File: src/rtl/bp_pht_update_ctrl.sv
// PHT write sequencer: post-reset/clear init sweep, then drains buffered resolved-branch
// updates one per cycle as read-modify-write saturating 2-bit counter updates.
module bp_pht_update_ctrl #(
    parameter int unsigned IDX_W    = 6,
    parameter int unsigned Q_DEPTH  = 4,
    parameter logic [1:0]  INIT_CTR = 2'b11
) (
    input  logic                       clk,
    input  logic                       rst,
    input  logic                       clear_req,
    input  logic                       upd_valid,
    input  logic [IDX_W-1:0]           upd_idx,
    input  logic                       upd_taken,
    output logic                       upd_ready,
    output logic [IDX_W-1:0]           tbl_raddr,
    input  logic [1:0]                 tbl_rdata,
    output logic                       tbl_we,
    output logic [IDX_W-1:0]           tbl_waddr,
    output logic [1:0]                 tbl_wdata,
    output logic                       pred_valid,
    output logic                       init_done,
    output logic [$clog2(Q_DEPTH):0]   q_count,
    output logic [15:0]                upd_cnt
);

    localparam int unsigned PTR_W = $clog2(Q_DEPTH);
    localparam int unsigned CNT_W = PTR_W + 1;
    localparam logic [CNT_W-1:0] FULL     = CNT_W'(Q_DEPTH);
    localparam logic [IDX_W-1:0] LAST_IDX = {IDX_W{1'b1}};

    typedef enum logic {Init, Run} state_t;

    state_t           state, stateNext;
    logic [IDX_W-1:0] sweepIdx, sweepIdxNext;
    logic [PTR_W-1:0] headPtr, tailPtr;
    logic [CNT_W-1:0] count;
    logic [IDX_W-1:0] qIdx [Q_DEPTH];
    logic             qTaken [Q_DEPTH];
    logic [15:0]      updCnt;
    logic             firstRun;
    logic             push, pop;
    logic [IDX_W-1:0] headIdx;
    logic             headTaken;

    // Encoding order is 00 < 01 < 11 < 10 (strong NT .. strong T).
    function automatic logic [1:0] nextCtr(input logic [1:0] ctr, input logic taken);
        logic [1:0] res;
        unique case (ctr)
            2'b00:   res = taken ? 2'b01 : 2'b00;
            2'b01:   res = taken ? 2'b11 : 2'b00;
            2'b11:   res = taken ? 2'b10 : 2'b01;
            default: res = taken ? 2'b10 : 2'b11;
        endcase
        return res;
    endfunction

    assign headIdx    = qIdx[headPtr];
    assign headTaken  = qTaken[headPtr];
    assign pred_valid = (state == Run);
    assign init_done  = firstRun;
    assign q_count    = count;
    assign upd_cnt    = updCnt;

    always_comb begin
        stateNext    = state;
        sweepIdxNext = sweepIdx;
        push         = 1'b0;
        pop          = 1'b0;
        upd_ready    = 1'b0;
        tbl_we       = 1'b0;
        tbl_raddr    = '0;
        tbl_waddr    = '0;
        tbl_wdata    = '0;
        unique case (state)
            Init: begin
                tbl_we       = 1'b1;
                tbl_waddr    = sweepIdx;
                tbl_wdata    = INIT_CTR;
                sweepIdxNext = sweepIdx + IDX_W'(1);
                if (sweepIdx == LAST_IDX) stateNext = Run;
            end
            Run: begin
                upd_ready = (count != FULL);
                push      = upd_valid && upd_ready && !clear_req;
                pop       = (count != '0);
                if (pop) begin
                    // Combinational read; the previous cycle's write is already visible.
                    tbl_raddr = headIdx;
                    tbl_we    = 1'b1;
                    tbl_waddr = headIdx;
                    tbl_wdata = nextCtr(tbl_rdata, headTaken);
                end
            end
        endcase
        if (clear_req) begin
            stateNext    = Init;
            sweepIdxNext = '0;
        end
    end

    always_ff @(posedge clk) begin
        if (rst) begin
            state    <= Init;
            sweepIdx <= '0;
            headPtr  <= '0;
            tailPtr  <= '0;
            count    <= '0;
            updCnt   <= '0;
            firstRun <= 1'b0;
        end else begin
            state    <= stateNext;
            sweepIdx <= sweepIdxNext;
            firstRun <= (state == Init) && (stateNext == Run);
            if (pop) updCnt <= updCnt + 16'd1;
            if (clear_req) begin
                headPtr <= '0;
                tailPtr <= '0;
                count   <= '0;
            end else begin
                if (push) tailPtr <= tailPtr + PTR_W'(1);
                if (pop)  headPtr <= headPtr + PTR_W'(1);
                unique case ({push, pop})
                    2'b10:   count <= count + CNT_W'(1);
                    2'b01:   count <= count - CNT_W'(1);
                    default: count <= count;
                endcase
            end
        end
    end

    always_ff @(posedge clk) begin
        if (push) begin
            qIdx[tailPtr]   <= upd_idx;
            qTaken[tailPtr] <= upd_taken;
        end
    end

endmodule

File: config.mk
export PLATFORM = sky130hd
export DESIGN_NAME = bp_pht_update_ctrl
export DESIGN_NICKNAME = d
export VERILOG_FILES = /design/src/rtl/bp_pht_update_ctrl.sv
export SDC_FILE = /design/constraint.sdc
export NUM_CORES = 1
export LEC_CHECK = 0
export CORE_ASPECT_RATIO = 1.75
export CORE_MARGIN = 2
export CORE_UTILIZATION = 62
export CTS_CLUSTER_DIAMETER = 30
export DETAILED_ROUTE_END_ITERATION = 10
export DONT_BUFFER_PORTS = 1
export PLACE_DENSITY = 0.8
export RECOVER_POWER = 25
export SYNTH_ARGS = -nofsm -noshare
export SYNTH_HDL_FRONTEND = slang
export SYNTH_SLANG_ARGS = --single-unit
File: constraint.sdc
create_clock -name clk -period 3.2 [get_ports clk]
set_clock_uncertainty 0.05 [all_clocks]
set_input_delay 0.48 -clock clk [delete_from_list [all_inputs] [get_ports clk]]
set_output_delay 0.48 -clock clk [all_outputs]
set_load 0.01 [all_outputs]
==> impl_results.md, run 1 <==
- Status: finished, final reports clean
- Post-synth EDFFs: 28
- # IOs: 50
- Port Buf Inserts: 0
- Hold depth: 1
- Post-Synth Adder-Cell Area: under 10%
- Worst R2R End: q_count[2]
- Setup TNS: 0 ns
- Total GRT Usage: between 20% and 30%
- CTS tree: yes
- CTS clk-pin slew, worst paths: 0.07 ns
- P_sw: 287 uW
- Root buffer cell: clkbuf_8
- Inst Count DP: between 200 and 300
- Synth Area in Simple Gates: roughly 15%
- Post-Syn Area per Cell: 11.6 sq um
- CTS H-tree depth: 3
- Largest net degree at the start of global routing: 18
- Initial DRC count: 21
- First-pass GRT wire length: around 8000 microns
- Crit path required time: between 3 and 4 ns
- Reg2Reg Depth: 11
- Final Hold Slack: roughly 0.15 ns
- Crit path kind: flip-flop to flip-flop
- Hold path startpoint: rst
- CP endpoint kind: flip-flop
- PD cells: 496 nW/um^2
- Commonest cells after routing, fill and taps aside: dfxtp_1 (33), edfxtp_1 (28), nor2_1 (25)
- Post-synth ARST share: 0%
- VDD IR max: approximately 0.52 mV
- Synth Area in Compound Gates: about 7.3%
- WL/cell: between 15 and 20 microns
- Worst Path Arrival: around 2.8 ns
- Initial core utilization: roughly 64%
- Vias per cell: about 6
- Slew Limit Fails: 0
- Tmin final: approximately 2.6 ns
- Core Area: around 4200 sq um
- FF-to-FF setup slack: 0.59 ns
- Crit Path Max Fanout: 9
- Layout cell share with drive strength beyond 1: 12.6%
- Worst slew pin tran: a little over 0.6 ns
- Die height: roughly 91 microns
- Final Util: between 60% and 70%
- Hold EP: upd_cnt[10]
- Fillers: 312
- Final WL: 4960 microns
- Pre-Repair DR Iteration Count: 4
- WP buf/inv: 4
- Register area share after synthesis: 56.4%
- RR Startpoint: q_count[2]
- Post-DP HPWL: ~3600 microns
- CP dominant cell by count: inv_1
- Post-synthesis cell area: about 2700 sq um
- Fin nets: 255
- Die ar.: approximately 4900 sq um
- Syn Nets: 250
- P&R area growth vs syn: 8.27%
- Final cell count without fillers: about 290
- Unrepaired setup endpoints after global routing: no
- Mapped Cells: ~230
- Critical Path Start: q_count[2]
- CTS Buf Count: 9
- Internal: 1.14 mW
- Gp weighted congestion: around 0.78
- Setup Buffers After CTS: 0
- Vias in the first global route: approximately 1.7k
- Top_reg_cell synth: dfxtp_1
- # DRC: 0
- Post_cts resized: 0
- CTS Sinks: 61
- Vias: around 1.7k
- Hold-fix buffers, CTS: 0
- Pleak: roughly 1 nW
- Fmax: 0.383 GHz
- Netlist cell types: 44
- Sw Ratio: between 20% and 30%
- Die X: around 54 microns
- Clock Latency Late Sink: between 0.3 and 0.4 ns
- # setup viols final: 0
- ANT cells: 0
- Mux share of post-synthesis cell area: between 7 and 8%
- Delay-heaviest family, CP: adder cells
- Antenna-violating nets left: 0
- Synth warn: 0
- Max-cap violations: 0
- XOR/XNOR Fraction of Synth Area: roughly 6.3%
- Synth Register Bits: 61
- Ordered cell list for the critical path: inv_1 -> o311ai_0 -> buf_4 -> nor2_1 -> inv_1 -> ha_1 -> inv_1 -> fa_1 -> xor2_1 -> or3_1 -> a21oi_1
- Hold Vio Cnt, Final: 0
- Combinational share of power: 0.7%
- Min-delay worst type: input port to flip-flop
- CP startpoint kind: flip-flop
- Most common cell after layout, fill and taps aside: dfxtp_1
- Clock Path Buffers: 2
- Initial antenna violation count: 0
- Period Utilization, post-route: about four fifths
- Worst relative slew slack: between 50% and 60%
- Row count: 31
- Critical Path Slowest Stage Cell: dfxtp_1
- Max incr delay on CP: 0.54 ns
- Largest family of logic cells by synthesized area: simple AND/OR/NAND/NOR gates
- Clock share of power: between 40% and 50%
- Grt ovf: 0
- Flop pwr share: 57.1%
-- power groups by stage --
stage | sequential (mW) | combinational (mW) | clock (mW)
after floorplan | 0.833 | 0.0111 | 0
after global placement | 0.834 | 0.00955 | 0
after detailed placement | 0.834 | 0.00956 | 0
after CTS | 0.817 | 0.00964 | 0.620
after global routing | 0.816 | 0.0106 | 0.651
final | 0.817 | 0.00950 | 0.604
-- cell usage after synthesis (all sizes together), types with 2 or more instances --
master	number	area, sq um
nand3	8	40.0
dfxtp	33	661
xor2	10	87.6
a21oi	10	50.1
o21ai	6	30.0
o31ai	2	15.0
inv	14	52.6
xnor2	9	78.8
o311ai	2	17.5
and2	10	62.6
nor3	4	20.0
and3	2	13.8
a21o	4	30.0
nand2	10	37.5
or2	3	18.8
edfxtp	28	841
clkbuf	6	23.8
mux4	7	158
or4	2	15.0
nor2	25	93.8
buf	3	13.8
nor2b	2	12.5
nand4	2	18.8
or3	4	26.3
mux2i	4	40.0
ha	7	87.6
-- flip-flops by register name (all words and copies together), names as in the netlist, named ones only --
| signal | flops |
|---|---|
| pred_valid | 1 |
| tailPtr | 2 |
| q_count | 3 |
| qIdx | 24 |
| init_done | 1 |
| upd_cnt | 16 |
| sweepIdx | 6 |
| qTaken | 4 |
| headPtr | 2 |
-- layout make-up --
| class | count | area, sq um | share of cell area, % |
|---|---|---|---|
| Tap cell | 49 | 61.3 | 2.13 |
| Clock buffer | 12 | 156 | 5.43 |
| Clock inverter | 4 | 21.3 | 0.738 |
| Sequential cell | 61 | 1500 | 52.1 |
| Timing Repair Buffer | 3 | 18.8 | 0.651 |
| Inverter | 14 | 52.6 | 1.82 |
| Multi-Input combinational cell | 145 | 1070 | 37.1 |
-- per-stage QoR --
step                      cell area [sq um]  total power [mW]  setup WS [ns]
after global placement                 2710             0.843          0.758
after global routing                   2880              1.48          0.414
final                                  2880              1.43          0.587
after floorplan                        2660             0.845          0.609
after detailed placement               2710             0.843          0.620
after CTS                              2890              1.45          0.563
-- worst max path at each step --
| stage | to | slack (ns) | cells past startpoint |
|---|---|---|---|
| after floorplan | q_count[2] | 0.61 | 10 |
| after global placement | q_count[2] | 0.76 | 11 |
| after detailed placement | q_count[2] | 0.62 | 11 |
| after CTS | tbl_waddr[2] | 0.56 | 3 |
| after global routing | q_count[2] | 0.41 | 11 |
| final | q_count[2] | 0.59 | 11 |
-- kinds of logic (layout without fill, tap and decap cells) --
| kind of cell | after synthesis | after routing |
|---|---|---|
| simple gates | 77 | 77 |
| flops | 61 | 61 |
| compound gates | 30 | 30 |
| buf+inv | 23 | 33 |
| xor+xnor | 19 | 19 |
| mux | 11 | 11 |
| fa+ha+maj | 8 | 8 |
-- worst reg2reg max path: stages, from the launching register on --
cell and delay (ns):
dfxtp_1 0.54, inv_1 0.07, o311ai_0 0.32, buf_4 0.19
nor2_1 0.07, inv_1 0.06, ha_1 0.17, inv_1 0.07
fa_1 0.39, xor2_1 0.16, or3_1 0.31, a21oi_1 0.15
-- layer usage --
metal | wire (microns) | part of all wire, % | GRT usage, % | vias up
met3 | 299 | 6.0 | 8.28 | 10
met1 | 1770 | 36 | 22.3 | 806
met2 | 2780 | 56 | 39.1 | 53
met5 | 0 | 0 | 0 | -
li1 | - | - | - | 820
met4 | 111 | 2.2 | 15.6 | 0
Power figures use the tool's default switching activity.
==> run 2, diff against run 1 <==
clock period = 2.6 ns   (was 3.2 ns; I/O delays follow)
==> impl_results.md, run 2 (synthesis results as in run 1) <==
- Status: finished, final reports clean
- Setup Buffers After CTS: 0
- Hold EP: upd_cnt[11]
- Core Area: around 4200 sq um
- Die ar.: between 4000 and 5000 sq um
- Clock Latency Late Sink: 0.34 ns
- Flop pwr share: about half
- PD cells: ~680 nW/um^2
- Gp weighted congestion: roughly 0.8
- Reg2Reg Depth: 10
- CTS Sinks: 61
- Min-delay worst type: input port to flip-flop
- Post-place setup slack: roughly 0.33 ns
- Crit path kind: flip-flop to primary output
- ANT cells: 0
- Layout cell share with drive strength beyond 1: between 10% and 20%
- Combinational share of power: less than 1%
- Crit Path Max Fanout: 7
- Ordered cell list for the critical path: mux4_2 -> and2_1 -> or2_2
- Top reg by flops: qIdx
- Pre-Repair DR Iteration Count: 4
- Vias in the first global route: ~1.7k
- Worst slew pin tran: 0.562 ns
- Crit path required time: 2.16 ns
- Pleak: ~1.0 nW
- CTS clk-pin slew, worst paths: approximately 0.070 ns
- Worst R2R End: q_count[2]
- Vias: approximately 1.7k
- CTS tree: yes
- Max reg flops: 24
- Tot Pwr: 2.02 mW
- Period Utilization, post-route: between 90% and 100%
- Clock share of power: between 40% and 50%
- Worst Path Arrival: ~1.9 ns
- Sw Ratio: about a fifth
- Final WS setup: 0.240 ns
- Total GRT Usage: a little under a quarter
- P_sw: 382 uW
- DP Area: 2730 sq um
- Tmin final: 2.36 ns
- Delay-heaviest family, CP: simple AND/OR/NAND/NOR gates
- Initial core utilization: approximately 64%
- WL/cell: ~17 microns
- Worst relative slew slack: 62.5%
- Antenna-violating nets left: 0
- Largest net degree at the start of global routing: 18
- Root buffer cell: clkbuf_8
- # IOs: 50
- Port Buf Inserts: 0
- Crit. path cell count: 3
- # DRC: 0
- Max-cap violations: 0
- # setup viols final: 0
- Initial antenna violation count: 0
- CP startpoint kind: flip-flop
- Post-DP HPWL: 3550 microns
- Hold Vio Cnt, Final: 0
- Most common cell after layout, fill and taps aside: dfxtp_1
- First-pass GRT wire length: roughly 7600 microns
- Row count: 31
- Fmax: between 0.4 and 0.5 GHz
- P&R area growth vs syn: 11.4%
- WP buf/inv: 0
- VDD IR max: approximately 0.68 mV
- Vias per cell: just under 6
- FF-to-FF setup slack: about 0.30 ns
- Final WL: between 4000 and 5000 microns
- Final Hold Slack: between 0.05 and 0.06 ns
- Critical Path Slowest Stage Cell: mux4_2
- Setup TNS: 0 ns
- Clock Path Buffers: 2
- Unrepaired setup endpoints after global routing: no
- Hold-fix buffers, CTS: 0
- Grt ovf: 0
- Slew Limit Fails: 0
- Hold depth: 1
- Die height: 90.7 microns
- Fin nets: around 260
- CP endpoint kind: primary output
- CTS Buf Count: 9
- Max incr delay on CP: roughly 0.53 ns
- CTS H-tree depth: 3
- RR Startpoint: q_count[2]
- Commonest cells after routing, fill and taps aside: dfxtp_1 (32), edfxtp_1 (28), nor2_1 (25)
- Final instance area: 2970 sq um
- Initial DRC count: 20
- Internal: about 1.6 mW
- Hold path startpoint: rst
- Die X: 53.5 microns
## run 2: area by class of cell
cell class	count	area (sq um)
inverter	14	52.6
sequential	61	1500
timing repair buffer	6	41.3
clock buffer	9	124
multi-input combinational	145	1070
fill	301	1180
clock inverter	7	114
tap	49	61.3
## run 2: worst register-to-register path, cell delays in order (launching register included)
cell and delay (ns):
dfxtp_1 0.33, inv_1 0.04, o311ai_0 0.39, nor2_1 0.15, inv_1 0.08, ha_1 0.17
inv_1 0.06, fa_1 0.37, xor2_1 0.16, or3_1 0.31, a21oi_1 0.14
## run 2: stage by stage
stage	cells	util, %
after floorplan	229	-
after global placement	275	65.8
after detailed placement	275	65.8
after CTS	291	71.5
after global routing	291	71.5
final	291	71.5
## run 2: how the worst max path moves through the flow
| stage | startpoint | to | slack (ns) |
|---|---|---|---|
| final | flip-flop | tbl_waddr[2] | 0.24 |
| after global routing | q_count[2] | q_count[2] | 0.09 |
| after CTS | flip-flop | tbl_waddr[2] | 0.007 |
| after detailed placement | q_count[2] | q_count[2] | 0.33 |
| after global placement | q_count[2] | q_count[2] | 0.35 |
| after floorplan | q_count[2] | q_count[2] | 0.009 |
## run 2: what timing repair did
action	in CTS	in global routing
setup endpoints to repair	0	2
resized for setup	0	1
hold endpoints to repair	0	0
## run 2: power groups by stage
stage | clock, mW | sequential (mW) | combinational (mW)
after floorplan | 0 | 1.03 | 0.0136
after global placement | 0 | 1.03 | 0.0118
after detailed placement | 0 | 1.03 | 0.0121
after CTS | 1.02 | 1.01 | 0.0121
after global routing | 1.06 | 1.00 | 0.0132
final | 1.00 | 1.01 | 0.0117
## run 2: routing by layer
layer | track usage (%) | up-vias | wire length (microns)
met5 | 0 | - | 0
met4 | 12.8 | 0 | 106
met3 | 11.1 | 9 | 357
met2 | 38.4 | 52 | 2680
met1 | 21.4 | 820 | 1720
li1 | - | 825 | -
==> run 3, diff against run 2 <==
CORE_MARGIN = 4   (was 2)
SKIP_LAST_GASP = 1   (was not set)
==> impl_results.md, run 3 (synthesis results as in run 1) <==
- Status: finished, final reports clean
- Delay-heaviest family, CP: buffers and inverters
- Row count: 31
- First-pass GRT wire length: around 8600 microns
- CTS clk-pin slew, worst paths: around 0.060 ns
- # setup viols final: 0
- Worst relative slew slack: about three fifths
- Initial core utilization: between 60 and 70%
- Most common cell after layout, fill and taps aside: dfxtp_1
- Period Utilization, post-route: 89.8%
- Post-place setup slack: about 0.26 ns
- Worst slew pin tran: a little under 0.6 ns
- Storage cell area: 1500 sq um
- Top reg by flops: qIdx
- CP startpoint kind: flip-flop
- Initial antenna violation count: 0
- Critical Path Slowest Stage Cell: clkbuf_1
- Die height: ~95 microns
- CTS Buf Count: 9
- Min-delay worst type: input port to flip-flop
- Total GRT Usage: a little over a fifth
- Internal: 1.64 mW
- Core Area: between 4000 and 5000 sq um
- P&R area growth vs syn: 11.1%
- Setup TNS: 0 ns
- Multi-input logic area: approximately 1100 sq um
- Clock Latency Late Sink: roughly 0.33 ns
- Setup Buffers After CTS: 0
- Port Buf Inserts: 0
- Final WS setup: about 0.27 ns
- Final Hold Slack: just over 0.07 ns
- Sw Ratio: between 10% and 20%
- Pre-Repair DR Iteration Count: 4
- Vias: 1731
- Tmin final: around 2.3 ns
- Vias in the first global route: 1763
- Root buffer cell: clkbuf_8
- Fin nets: between 200 and 300
- Crit path kind: flip-flop to primary output
- Max incr delay on CP: 0.49 ns
- Pleak: a little over 1 nW
- Flop pwr share: about half
- Hold Vio Cnt, Final: 0
- Commonest cells after routing, fill and taps aside: dfxtp_1 (32), edfxtp_1 (28), nor2_1 (25)
- Die X: ~58 microns
- Combinational share of power: less than 1%
- Initial DRC count: 83
- Fmax: approximately 0.43 GHz
- Crit path required time: between 2 and 2.5 ns
- Final cell count without fillers: 291
- Crit Path Max Fanout: 10
- Grt ovf: 0
- VDD IR max: 0.765 mV
- # IOs: 50
- WP buf/inv: 2
- FF-to-FF setup slack: ~0.3 ns
- Vias per cell: around 6
- Clock share of power: 48.9%
- Max reg flops: 24
- Layout cell share with drive strength beyond 1: a little over an eighth
- Gp weighted congestion: roughly 0.80
- Final WL: ~5100 microns
- CTS H-tree depth: 3
- # DRC: 0
- PD cells: approximately 670 nW/um^2
- Inst Count DP: between 200 and 300
- Post-DP HPWL: 3690 microns
- CTS tree: yes
- ANT cells: 0
- P_sw: 348 uW
- Max-cap violations: 0
- Largest net degree at the start of global routing: 18
- WL/cell: between 15 and 20 microns
- Clock Path Buffers: 2
- CP endpoint kind: primary output
- CTS Sinks: 61
- Die ar.: 5450 sq um
- Fillers: around 290
- Ordered cell list for the critical path: clkbuf_1 -> inv_1 -> a31oi_1
- Worst Path Arrival: ~1.9 ns
- Antenna-violating nets left: 0
- Slew Limit Fails: 0
- Unrepaired setup endpoints after global routing: no
## run 3: cell count changes in the layout (fill, tap and decap cells not counted)
cell and change:
clkinvlp_4 -2, o311ai_0 -1, clkbuf_1 +2, o311ai_1 +1
## run 3: per-layer routing
metal | vias up | track usage (%) | wire length, microns
li1 | 823 | - | -
met2 | 56 | 36.7 | 2870
met3 | 12 | 8.89 | 329
met4 | 0 | 10.4 | 133
met5 | - | 0 | 0
met1 | 840 | 22.0 | 1800
## run 3: final timing paths
path         depth (start not counted)           to   startpoint
max                                  3    upd_ready   pred_valid
min reg2reg                          2  sweepIdx[5]  sweepIdx[5]
max reg2reg                          5  upd_cnt[12]   pred_valid
min                                  1  upd_cnt[13]          rst
## run 3: area by class of cell
type	count	share of cell area [%]
flip-flops and latches	61	50.8
multi-input cells	145	36.2
clock buffers	11	4.44
clock inverters	5	3.34
well taps	49	2.07
inverters	14	1.78
repair buffers	6	1.40
## run 3: power groups by stage
stage	Clock (mW)	Sequential [mW]	Combinational [mW]
after floorplan	0	1.03	0.0136
after global placement	0	1.03	0.0118
after detailed placement	0	1.03	0.0120
after CTS	0.994	1.01	0.0121
after global routing	1.03	1.00	0.0132
final	0.972	1.01	0.0118
## run 3: metrics by stage
step                      utilization, %  total power, mW  area, sq um
after floorplan                        -             1.04         2660
after CTS                           71.3             2.01         2960
after detailed placement            65.8             1.04         2730
final                               71.3             1.99         2960
after global placement              65.8             1.04         2730
after global routing                71.3             2.05         2960
## run 3: what timing repair did
action | CTS | global route
gates resized for setup | 0 | 2
hold buffers | 0 | 0
hold endpoints to repair | 0 | 0
setup endpoints to repair | 0 | 2
